File: config.mk
export PLATFORM = sky130hd
export DESIGN_NAME = pipe_cla_addsub
export DESIGN_NICKNAME = d
export VERILOG_FILES = /design/src/rtl/pipe_cla_addsub_pkg.sv /design/src/rtl/pipe_cla_addsub_cla_block.sv /design/src/rtl/pipe_cla_addsub.sv
export SDC_FILE = /design/constraint.sdc
export NUM_CORES = 1
export LEC_CHECK = 0
export CAP_MARGIN = 30
export CORE_UTILIZATION = 44
export CTS_CLUSTER_SIZE = 10
export DETAILED_ROUTE_END_ITERATION = 8
export GPL_ROUTABILITY_DRIVEN = 0
export PLACE_DENSITY = 0.78
export SYNTH_ARGS = -nofsm -noshare
export SYNTH_HDL_FRONTEND = slang
export SYNTH_SLANG_ARGS = --single-unit
File: constraint.sdc
create_clock -name clock -period 11.77 [get_ports clock]
set_input_delay 2.354 -clock clock [delete_from_list [all_inputs] [get_ports clock]]
set_output_delay 2.354 -clock clock [all_outputs]
set_load 0.02 [all_outputs]
File: src/rtl/pipe_cla_addsub_pkg.sv
// Shared definitions for the pipelined carry-lookahead adder/subtractor.
//   flags_t    : compare/carry flags reported alongside each result
//   calc_nblk  : number of lookahead blocks (= pipeline stages) for a width
//   cfg_ok     : legality of a WIDTH/BLOCK pairing, checked at elaboration
package pipe_cla_addsub_pkg;

  localparam int MAX_BLOCK = 16;

  typedef struct packed {
    logic cout;
    logic ne;
    logic lt;
    logic ltu;
    logic of;
  } flags_t;

  function automatic int calc_nblk(input int width, input int block);
    return width / block;
  endfunction

  // Width must split into whole blocks, and a block must stay small enough
  // that its flattened lookahead fits in one clock period.
  function automatic bit cfg_ok(input int width, input int block);
    return (block >= 1) && (block <= MAX_BLOCK) && (width >= block) &&
           ((width % block) == 0);
  endfunction

endpackage

File: src/rtl/pipe_cla_addsub_cla_block.sv
// cla_block: one BLOCK-bit carry-lookahead adder slice.
//   a, b : operand slices
//   cin  : carry into bit 0
//   sum  : a + b + cin (low BLOCK bits)
//   cout : carry out of the top bit
module cla_block #(
  parameter int BLOCK = 8
) (
  input  logic [BLOCK-1:0] a,
  input  logic [BLOCK-1:0] b,
  input  logic             cin,
  output logic [BLOCK-1:0] sum,
  output logic             cout
);

  logic [BLOCK-1:0] w_g;
  logic [BLOCK-1:0] w_p;
  logic [BLOCK:0]   w_c;
  logic             w_term;
  logic             w_pp;

  assign w_g = a & b;
  assign w_p = a | b;

  // Every carry is a flat sum of products of g/p and cin, so no carry
  // depends on another carry:
  //   c[i+1] = g[i] | p[i]g[i-1] | ... | p[i]..p[0]cin
  always_comb begin
    w_c    = '0;
    w_term = 1'b0;
    w_pp   = 1'b1;
    w_c[0] = cin;
    for (int i = 0; i < BLOCK; i++) begin
      w_term = 1'b0;
      w_pp   = 1'b1;
      for (int j = i; j >= 0; j--) begin
        w_term = w_term | (w_g[j] & w_pp);
        w_pp   = w_pp & w_p[j];
      end
      w_c[i+1] = w_term | (cin & w_pp);
    end
  end

  assign sum  = a ^ b ^ w_c[BLOCK-1:0];
  assign cout = w_c[BLOCK];

endmodule

File: src/rtl/pipe_cla_addsub.sv
// pipe_cla_addsub: pipelined carry-lookahead adder/subtractor, one
// BLOCK-bit lookahead block per stage, WIDTH/BLOCK stages.
//   clock, reset          : rising-edge clock, async active-high reset
//   in_valid/in_ready     : operation handshake (in_ready = pipe advances)
//   in_a, in_b, in_sub    : operands; in_sub=1 computes A + ~B + 1
//   in_tag                : opaque tag carried with the operation
//   out_valid/out_ready   : result handshake; all stages hold while stalled
//   out_sum, out_cout     : result modulo 2^WIDTH and carry out of the MSB
//   out_ne/lt/ltu/of      : nonzero, signed/unsigned less-than, overflow
//   out_tag               : tag of the presented result
module pipe_cla_addsub
  import pipe_cla_addsub_pkg::*;
#(
  parameter int WIDTH = 32,
  parameter int BLOCK = 8,
  parameter int TAG_W = 5
) (
  input  logic             clock,
  input  logic             reset,
  input  logic             in_valid,
  output logic             in_ready,
  input  logic [WIDTH-1:0] in_a,
  input  logic [WIDTH-1:0] in_b,
  input  logic             in_sub,
  input  logic [TAG_W-1:0] in_tag,
  output logic             out_valid,
  input  logic             out_ready,
  output logic [WIDTH-1:0] out_sum,
  output logic             out_cout,
  output logic             out_ne,
  output logic             out_lt,
  output logic             out_ltu,
  output logic             out_of,
  output logic [TAG_W-1:0] out_tag
);

  localparam int NBLK = calc_nblk(WIDTH, BLOCK);
  localparam int L    = NBLK - 1;

  if (!cfg_ok(WIDTH, BLOCK)) begin : g_bad_cfg
    $error("pipe_cla_addsub: WIDTH must be a multiple of BLOCK and BLOCK <= 16");
  end

  logic   w_advance;
  logic   w_of;
  flags_t w_flags;

  // One global enable: the whole pipe shifts (bubbles included) or holds.
  assign w_advance = ~out_valid | out_ready;
  assign in_ready  = w_advance;

  for (genvar k = 0; k < NBLK; k++) begin : g_stage
    // Stage k consumes operand bits [k*BLOCK +: BLOCK]. It keeps the
    // still-unconsumed upper operand bits; the last stage keeps only the
    // operand MSBs, which the overflow flag needs.
    localparam int IN_W   = WIDTH - k*BLOCK;
    localparam int LO     = (k == NBLK-1) ? WIDTH-1 : (k+1)*BLOCK;
    localparam int KEEP_W = WIDTH - LO;
    localparam int SUM_W  = (k+1)*BLOCK;

    logic [IN_W-1:0]   w_a_in;
    logic [IN_W-1:0]   w_b_in;
    logic              w_cin;
    logic              w_sub_in;
    logic              w_vld_in;
    logic [TAG_W-1:0]  w_tag_in;
    logic [SUM_W-1:0]  w_sum_nxt;
    logic [BLOCK-1:0]  w_blk_sum;
    logic              w_blk_cout;

    logic [KEEP_W-1:0] r_a;
    logic [KEEP_W-1:0] r_b;
    logic [SUM_W-1:0]  r_sum;
    logic              r_c;
    logic              r_sub;
    logic              r_vld;
    logic [TAG_W-1:0]  r_tag;

    if (k == 0) begin : g_head
      // B is inverted once on entry; the +1 of the subtract rides in as cin.
      assign w_a_in    = in_a;
      assign w_b_in    = in_sub ? ~in_b : in_b;
      assign w_cin     = in_sub;
      assign w_sub_in  = in_sub;
      assign w_vld_in  = in_valid;
      assign w_tag_in  = in_tag;
      assign w_sum_nxt = w_blk_sum;
    end else begin : g_body
      assign w_a_in    = g_stage[k-1].r_a;
      assign w_b_in    = g_stage[k-1].r_b;
      assign w_cin     = g_stage[k-1].r_c;
      assign w_sub_in  = g_stage[k-1].r_sub;
      assign w_vld_in  = g_stage[k-1].r_vld;
      assign w_tag_in  = g_stage[k-1].r_tag;
      assign w_sum_nxt = {w_blk_sum, g_stage[k-1].r_sum};
    end

    cla_block #(.BLOCK(BLOCK)) u_cla (
      .a    (w_a_in[BLOCK-1:0]),
      .b    (w_b_in[BLOCK-1:0]),
      .cin  (w_cin),
      .sum  (w_blk_sum),
      .cout (w_blk_cout)
    );

    // ---- stage k register boundary ----
    always_ff @(posedge clock or posedge reset) begin
      if (reset)          r_vld <= 1'b0;
      else if (w_advance) r_vld <= w_vld_in;
    end

    always_ff @(posedge clock) begin
      if (w_advance) begin
        r_a   <= w_a_in[IN_W-1 -: KEEP_W];
        r_b   <= w_b_in[IN_W-1 -: KEEP_W];
        r_sum <= w_sum_nxt;
        r_c   <= w_blk_cout;
        r_sub <= w_sub_in;
        r_tag <= w_tag_in;
      end
    end
  end

  assign out_valid = g_stage[L].r_vld;

  // Overflow of the effective operands A and B' (B or ~B).
  assign w_of = (~g_stage[L].r_a[0] & ~g_stage[L].r_b[0] &  g_stage[L].r_sum[WIDTH-1]) |
                ( g_stage[L].r_a[0] &  g_stage[L].r_b[0] & ~g_stage[L].r_sum[WIDTH-1]);

  // Data registers carry no reset, so outputs are forced to zero whenever
  // no result is present; this also gives all-zero outputs after reset.
  always_comb begin
    out_sum = '0;
    out_tag = '0;
    w_flags = '0;
    if (out_valid) begin
      out_sum      = g_stage[L].r_sum;
      out_tag      = g_stage[L].r_tag;
      w_flags.cout = g_stage[L].r_c;
      w_flags.ne   = |g_stage[L].r_sum;
      w_flags.of   = w_of;
      w_flags.lt   = g_stage[L].r_sum[WIDTH-1] ^ w_of;
      w_flags.ltu  = g_stage[L].r_sub & ~g_stage[L].r_c;
    end
  end

  assign out_cout = w_flags.cout;
  assign out_ne   = w_flags.ne;
  assign out_lt   = w_flags.lt;
  assign out_ltu  = w_flags.ltu;
  assign out_of   = w_flags.of;

endmodule

[Word level (Yosys, flattened, before mapping)]
Cells that the tools add are included.
Operators by class
  add/subtract/negate cells: 0
  multiply operators: 0
  div/mod/pow operators: 0
  order comparisons: 0
  equal/unequal tests: 0
  shifts and indexed selects: 0
  muxes and demuxes: 4
  bitwise gates (word level): 430
  reduce and logical (&&, ||, !) cells: 1
Operators by type and width (count)
  $and 1x1->1: 261
  $or 1x1->1: 146
  $mux 32: 2
  $xor 8x8->8: 8
  $and 8x8->8: 4
  $not 32->32: 1
  $or 8x8->8: 4
  $reduce_or 32->1: 1
  $mux 5: 2
  $not 1->1: 5
  $xor 1x1->1: 1
Storage, ports and cells
  register bits: 210
  latch bits: 0
  RAM bits: 0
  ROM bits: 0
  bits of input ports: 74
  output and inout port bits: 44
  logic and storage cells: 463
  memories kept: 0

[Depth between registers and ports, before layout]
Gate-level depths: netlist (run 1).
  depth in word-level cells: 12
  mapped depth: 10
  depth with buffers taken out: 8

[Hierarchy]
From an unflattened synthesis (run 1), not the netlist that was laid out.
Second synthesis, totals
  cell total of the unflattened synthesis: 566
  area total of the unflattened synthesis: 9022.4 um^2
Modules (own cells, without submodules)
  pipe_cla_addsub: times used 1, cells an instance 312, area an instance 7019.2 um^2, seq. area each 6286.0 um^2
  cla_block (g_stage[1].u_cla ...): times used 3, cells an instance 64, area an instance 506.7 um^2, seq. area each 0.0 um^2
  cla_block (g_stage[0].u_cla): times used 1, cells an instance 62, area an instance 483.0 um^2, seq. area each 0.0 um^2

[Worst setup path after synthesis (run 1)]
Ideal clock, no wire load.
  kind: input-to-output
  start point: input port out_ready
  end point: output port in_ready
  arrival time: 7.522 ns
  data required time: 9.416 ns
  setup slack: 1.894 ns
  stages: 1
  buffers on the path: 0
  path through: nand2b_1
Between the ends
  cells in the longest elaborated chain, start to end: 1
RTL lines
  start: declaration: RTL line pipe_cla_addsub.sv:27  | input logic out_ready,
  $or 1x1->1: RTL line pipe_cla_addsub.sv:49  | assign w_advance = ~out_valid | out_ready;
  end: declaration: RTL line pipe_cla_addsub.sv:21  | output logic in_ready,
No other way between the ends.

[Worst setup path in the final report (run 1)]
Ends and elaborated chain as after synthesis.

==> results of run 1 <==
==> layer usage <==
layer / track usage (%) / share of wire (%) / vias up
met2: 26.3 / 56 / 87
met1: 13.3 / 37 / 2164
met3: 2.20 / 3.7 / 30
li1: - / - / 2220
met4: 6.42 / 3.4 / 0
met5: 0 / 0 / -
==> area by class of cell <==
| class | count | area [um2] |
|---|---|---|
| flip-flops and latches | 210 | 6290 |
| multi-input cells | 258 | 2380 |
| clock buffers | 34 | 659 |
| inverters | 85 | 319 |
| repair buffers | 122 | 1240 |
| fillers | 1596 | 8950 |
| well taps | 270 | 338 |
==> critical path, stage by stage <==
cell and delay (ns):
clkdlybuf4s50_1 0.46, nand2b_4 0.58, clkdlybuf4s50_1 0.74
==> flip-flops by register name (all words and copies together), names as in the netlist <==
| signal | count |
|---|---|
| g_stage.r_a | 49 |
| g_stage.r_sub | 4 |
| out_valid | 1 |
| g_stage.r_vld | 3 |
| g_stage.r_sum | 80 |
| g_stage.r_c | 4 |
| g_stage.r_b | 49 |
| g_stage.r_tag | 20 |
==> logic make-up (layout without fill, tap and decap cells) <==
kind of cell    count (synthesis)  in the layout  share of synthesized area (%)
compound gates                 42             42                           4.56
xor+xnor                       60             60                           5.83
fa+ha+maj                      68             68                           9.68
buf+inv                        93            241                           4.00
flops                         210            210                           69.7
mux                             4              4                          0.486
simple gates                   84             84                           5.74
==> cell usage after synthesis, types with 2 or more instances <==
cell	instances	area, um2
fa_1	3	60.1
o21ai_0	2	10.0
nand2b_1	3	18.8
clkbuf_1	4	15.0
mux2_2	3	33.8
nand2b_4	3	41.3
ha_1	65	813
inv_1	85	319
nor2b_1	4	25.0
xnor2_1	17	149
o21bai_1	10	75.1
and2_1	38	238
buf_2	3	15.0
a21o_1	2	15.0
edfxtp_1	206	6190
dfrtp_1	4	100
or3_1	2	12.5
a221oi_4	3	78.8
nand4_1	2	12.5
a21boi_0	2	15.0
xor2_1	43	377
a21oi_1	10	50.1
o31ai_4	2	42.5
o21ai_2	3	26.3
nor4_1	8	50.1
nor2_1	16	60.1
nand2_1	2	7.51
==> worst min-delay path by stage <==
stage,end,depth (start not counted),start
finish,g_stage[2].r_b[5]$_DFFE_PP_,0,g_stage[1].r_b[13]$_DFFE_PP_
global route,g_stage[2].r_b[5]$_DFFE_PP_,0,g_stage[1].r_b[13]$_DFFE_PP_
CTS,g_stage[2].r_b[5]$_DFFE_PP_,0,g_stage[1].r_b[13]$_DFFE_PP_
detailed placement,g_stage[1].r_a[5]$_DFFE_PP_,0,g_stage[0].r_a[13]$_DFFE_PP_
global placement,g_stage[2].r_sum[1]$_DFFE_PP_,0,g_stage[1].r_sum[1]$_DFFE_PP_
floorplan,g_stage[1].r_a[0]$_DFFE_PP_,0,g_stage[0].r_a[8]$_DFFE_PP_
==> metrics by stage <==
| step | util, % | hold WS (ns) | std cells | total power, mW |
|---|---|---|---|---|
| 6_report | 55.6 | 0.412 | 979 | 2.68 |
| 4_1_cts | 55.5 | 0.413 | 978 | 2.71 |
| 2_1_floorplan | - | 0.400 | 561 | 1.79 |
| 3_5_place_dp | 52.3 | 0.405 | 944 | 2.08 |
| 5_1_grt | 55.6 | 0.416 | 979 | 2.82 |
| 3_3_place_gp | 52.1 | 0.401 | 943 | 2.02 |
==> where the power goes <==
group          switching, mW  total [mW]  internal, mW
clock                  0.250       0.631         0.381
sequential            0.0944        1.28          1.18
combinational          0.417       0.773         0.355
==> results.json, run 1 <==
{
  "clkSinkCount": 210,
  "synth_seq_cells": 210,
  "ys_seq_area_share_pct": 69.7,
  "maxSlewViolCount": 0,
  "fp.dieW_um": 145,
  "arrival_ns": 4.22,
  "vias": 4501,
  "fin_crit_sh_pct": 55.8,
  "nets": 843,
  "drt_iter0_drc": 195,
  "hpwl_um": 9670,
  "crit_type": "primary input to output port",
  "n_antenna_cell": 0,
  "drc_errors": 0,
  "hold_viol": 0,
  "synthesis.area_um2": 9020,
  "io_pins": 118,
  "cts_inserted_buffers": 24,
  "period_needed_ns": 6.57,
  "die_h_um": 145,
  "fmax_mhz": 152,
  "path_max_fanout": 57,
  "vdd_drop_max_uv": 115,
  "synth_nets": 703,
  "finalWirelength_um": 13700,
  "hold_buffers": 0,
  "synth_edf_count": 206,
  "end_kind": "output port",
  "cts_resized": 0,
  "pre_cts_slack_ns": 5.20,
  "avgSynthCellArea_um2": 16.1,
  "area_growth_pct": 24.4,
  "critPathLaunch": "out_ready",
  "r2r_cells": 4,
  "dr.pass1.iters": 4,
  "via_per_inst": 4.60,
  "initial_utilization_pct": 44.7,
  "rr_startpoint": "out_valid$_DFFE_PP0P_",
  "relSlewSlack_pct": 47.3,
  "rr_endpoint": "g_stage[1].r_b[5]$_DFFE_PP_",
  "drive_above_1_share_pct": 7.33,
  "setup-violations-final": 0,
  "skew_ns": 0.00857,
  "finalSetupTns_ns": 0,
  "cts_root_buffer": "clkbuf_16",
  "endpoint": "in_ready",
  "stdcell_area_um2": 11200,
  "power_density_nw_per_um2": 239,
  "clk_latency_ns": 0.49,
  "synth-async-reset-ratio_pct": 1.90,
  "cts_tree": "yes",
  "ys_types": 43,
  "crit_required_ns": 9.42,
  "clock_path_buffers": 3,
  "final_critical_path_setup_slack_ns": 5.20,
  "rrSetupSlack_ns": 8.97,
  "grt_pass1_vias": 4738,
  "final_cell_mix": "edfxtp_1 (206), clkdlybuf4s50_1 (116), inv_1 (85)",
  "outcome": "finished, final reports clean",
  "max_cap_viol_count": 0,
  "antenna_left": 0,
  "grt_max_degree": 85,
  "dpl-instance-area_um2": 10500,
  "h-tree-depth": 1,
  "grt_overflow_total": 0,
  "wl_per_cell_um": 14.0,
  "worst_pin_slew_ns": 0.791,
  "grt_pass1_wl_um": 22300,
  "clk_pin_slew_ns": 0.06,
  "p_leak_nw": 4.43,
  "die_area_um2": 21100,
  "grt_usage_pct": 13.3,
  "cts_setup_buffers": 0,
  "synthCells": 561,
  "synth-main-ff-cell": "edfxtp_1",
  "antenna_found_initial": 0,
  "hold_path.class": "flop to flop",
  "yosys_warnings": 0,
  "critPathLaunchType": "primary input",
  "final_common_cell": "edfxtp_1",
  "grt_setup_unrepaired": "no",
  "rows": 52,
  "fp.coreArea_um2": 20200,
  "port_buffers": 117
}
Note: power is estimated with default switching activity, not from simulation.
==> run 2: changes to the inputs <==
--- a/config.mk
+++ b/config.mk
@@ -10,7 +10,7 @@
 export CTS_CLUSTER_SIZE = 10
 export DETAILED_ROUTE_END_ITERATION = 8
 export GPL_ROUTABILITY_DRIVEN = 0
-export PLACE_DENSITY = 0.78
+export PLACE_DENSITY = 0.81
 export SYNTH_ARGS = -nofsm -noshare
 export SYNTH_HDL_FRONTEND = slang
 export SYNTH_SLANG_ARGS = --single-unit
==> constraint.sdc (replaced) <==
create_clock -name clock -period 5.58 [get_ports clock]
set_input_delay 1.116 -clock clock [delete_from_list [all_inputs] [get_ports clock]]
set_output_delay 1.116 -clock clock [all_outputs]
set_load 0.02 [all_outputs]
==> results.json, run 2 (synthesized netlist as in run 1, its figures left out) <==
{
  "die_area_um2": 21100,
  "period_needed_ns": 3.79,
  "largest_reg_flops": 80,
  "cts_setup_buffers": 0,
  "rrSetupSlack_ns": 3.05,
  "totalPowerFinal_mw": 5.67,
  "fillers": 1594,
  "port_buffers": 117,
  "hold_viol": 0,
  "crit_required_ns": 4.46,
  "cp_slowest_cell": "clkdlybuf4s50_1",
  "p_clk_share_pct": 23.8,
  "io_pins": 118,
  "grt_pass1_vias": 4604,
  "drive_above_1_share_pct": 7.57,
  "grt_pass1_wl_um": 22100,
  "p_int_mw": 4.06,
  "h-tree-depth": 1,
  "grt_usage_pct": 13.3,
  "dr.pass1.iters": 4,
  "cts_inserted_buffers": 25,
  "area_growth_pct": 24.7,
  "path_common_cell": "clkdlybuf4s50_1",
  "top_register": "g_stage.r_sum",
  "r2r_cells": 4,
  "holdPathStages": 0,
  "outcome": "finished, final reports clean",
  "cts_tree": "yes",
  "slowest_delay_ns": 0.69,
  "rows": 52,
  "finalSetupTns_ns": 0,
  "reg_top3": "g_stage.r_sum x80, g_stage.r_a x49, g_stage.r_b x49",
  "clk_latency_ns": 0.49,
  "die_h_um": 145,
  "nets": 845,
  "rr_startpoint": "out_valid$_DFFE_PP0P_",
  "max_cap_viol_count": 0,
  "cts_root_buffer": "clkbuf_16",
  "final_common_cell": "edfxtp_1",
  "path_cells": "clkdlybuf4s50_1 > nand2b_4 > clkdlybuf4s50_1",
  "switching_share_pct": 28.4,
  "path_max_fanout": 29,
  "skew_ns": 0.00541,
  "drt_iter0_drc": 198,
  "antenna_left": 0,
  "clock_path_buffers": 3,
  "cp_num_buf_inv": 2,
  "min_to": "g_stage[1].r_b[11]$_DFFE_PP_",
  "vias": 4516,
  "power_switching_mw": 1.61,
  "fp.dieW_um": 145,
  "clkSinkCount": 210,
  "arrival_ns": 2.67,
  "initial_utilization_pct": 44.7,
  "crit_type": "primary input to output port",
  "relSlewSlack_pct": 55.9,
  "path_delay_family": "buffers and inverters",
  "n_antenna_cell": 0,
  "power_density_nw_per_um2": 504,
  "finalWirelength_um": 13600,
  "drc_errors": 0,
  "p_leak_nw": 4.44,
  "grt_setup_unrepaired": "no",
  "seq_power_share_pct": 47.6,
  "antenna_found_initial": 0,
  "grt_max_degree": 71,
  "hpwl_um": 9650,
  "grt_overflow_total": 0,
  "min-delay-start": "g_stage[0].r_b[19]$_DFFE_PP_",
  "vdd_drop_max_uv": 248,
  "wl_per_cell_um": 13.8,
  "maxSlewViolCount": 0,
  "hold_buffers": 0,
  "final_cell_mix": "edfxtp_1 (206), clkdlybuf4s50_1 (116), inv_1 (85)",
  "via_per_inst": 4.59,
  "critPathLaunchType": "primary input",
  "hold_path.class": "flop to flop",
  "worst_pin_slew_ns": 0.661,
  "fin_crit_sh_pct": 67.9,
  "power_frac_comb_pct": 28.6,
  "fp.coreArea_um2": 20200,
  "fmax_mhz": 264,
  "cts_resized": 0,
  "final_util_pct": 55.8,
  "setup-violations-final": 0,
  "rr_endpoint": "g_stage[2].r_sum[15]$_DFFE_PP_",
  "end_kind": "output port",
  "clk_pin_slew_ns": 0.05
}
## run 2: worst max-delay path by stage
stage / startpoint / end / slack (ns) / cells past startpoint
floorplan: out_ready / in_ready / 0.62 / 1
global placement: out_ready / in_ready / 1.76 / 3
detailed placement: out_ready / in_ready / 1.76 / 3
CTS: out_ready / in_ready / 1.76 / 3
global route: out_ready / in_ready / 1.70 / 3
finish: out_ready / in_ready / 1.79 / 3
## run 2: through the flow
| stage | std cells | worst slack, ns | hold WS (ns) | instance area, um2 |
|---|---|---|---|---|
| 2_1_floorplan | 561 | 0.622 | 0.400 | 9020 |
| 3_3_place_gp | 944 | 1.76 | 0.400 | 10500 |
| 3_5_place_dp | 946 | 1.76 | 0.405 | 10600 |
| 4_1_cts | 983 | 1.76 | 0.415 | 11200 |
| 5_1_grt | 983 | 1.70 | 0.418 | 11200 |
| 6_report | 983 | 1.79 | 0.413 | 11200 |
## run 2: power groups by stage
stage	clock, mW	sequential, mW	combinational, mW
floorplan	0	2.70	1.04
global placement	0	2.70	1.58
detailed placement	0	2.74	1.65
CTS	1.40	2.71	1.65
global route	1.46	2.76	1.76
finish	1.35	2.70	1.62
## run 2: metal layers
metal | global-route usage, % | vias to the layer above | part of all wire, %
met5 | 0 | - | 0
met4 | 4.95 | 0 | 2.7
met3 | 2.08 | 25 | 3.7
met2 | 26.0 | 95 | 56
met1 | 14.1 | 2168 | 38
li1 | - | 2228 | -
## run 2: layout make-up
| type | instances | area, um2 | share of cell area (%) |
|---|---|---|---|
| sequential | 210 | 6290 | 55.9 |
| clock buffer | 35 | 663 | 5.90 |
| multi-input combinational | 258 | 2380 | 21.2 |
| clock inverter | 2 | 11.3 | 0.100 |
| timing repair buffer | 123 | 1250 | 11.1 |
| tap | 270 | 338 | 3.00 |
| inverter | 85 | 319 | 2.84 |
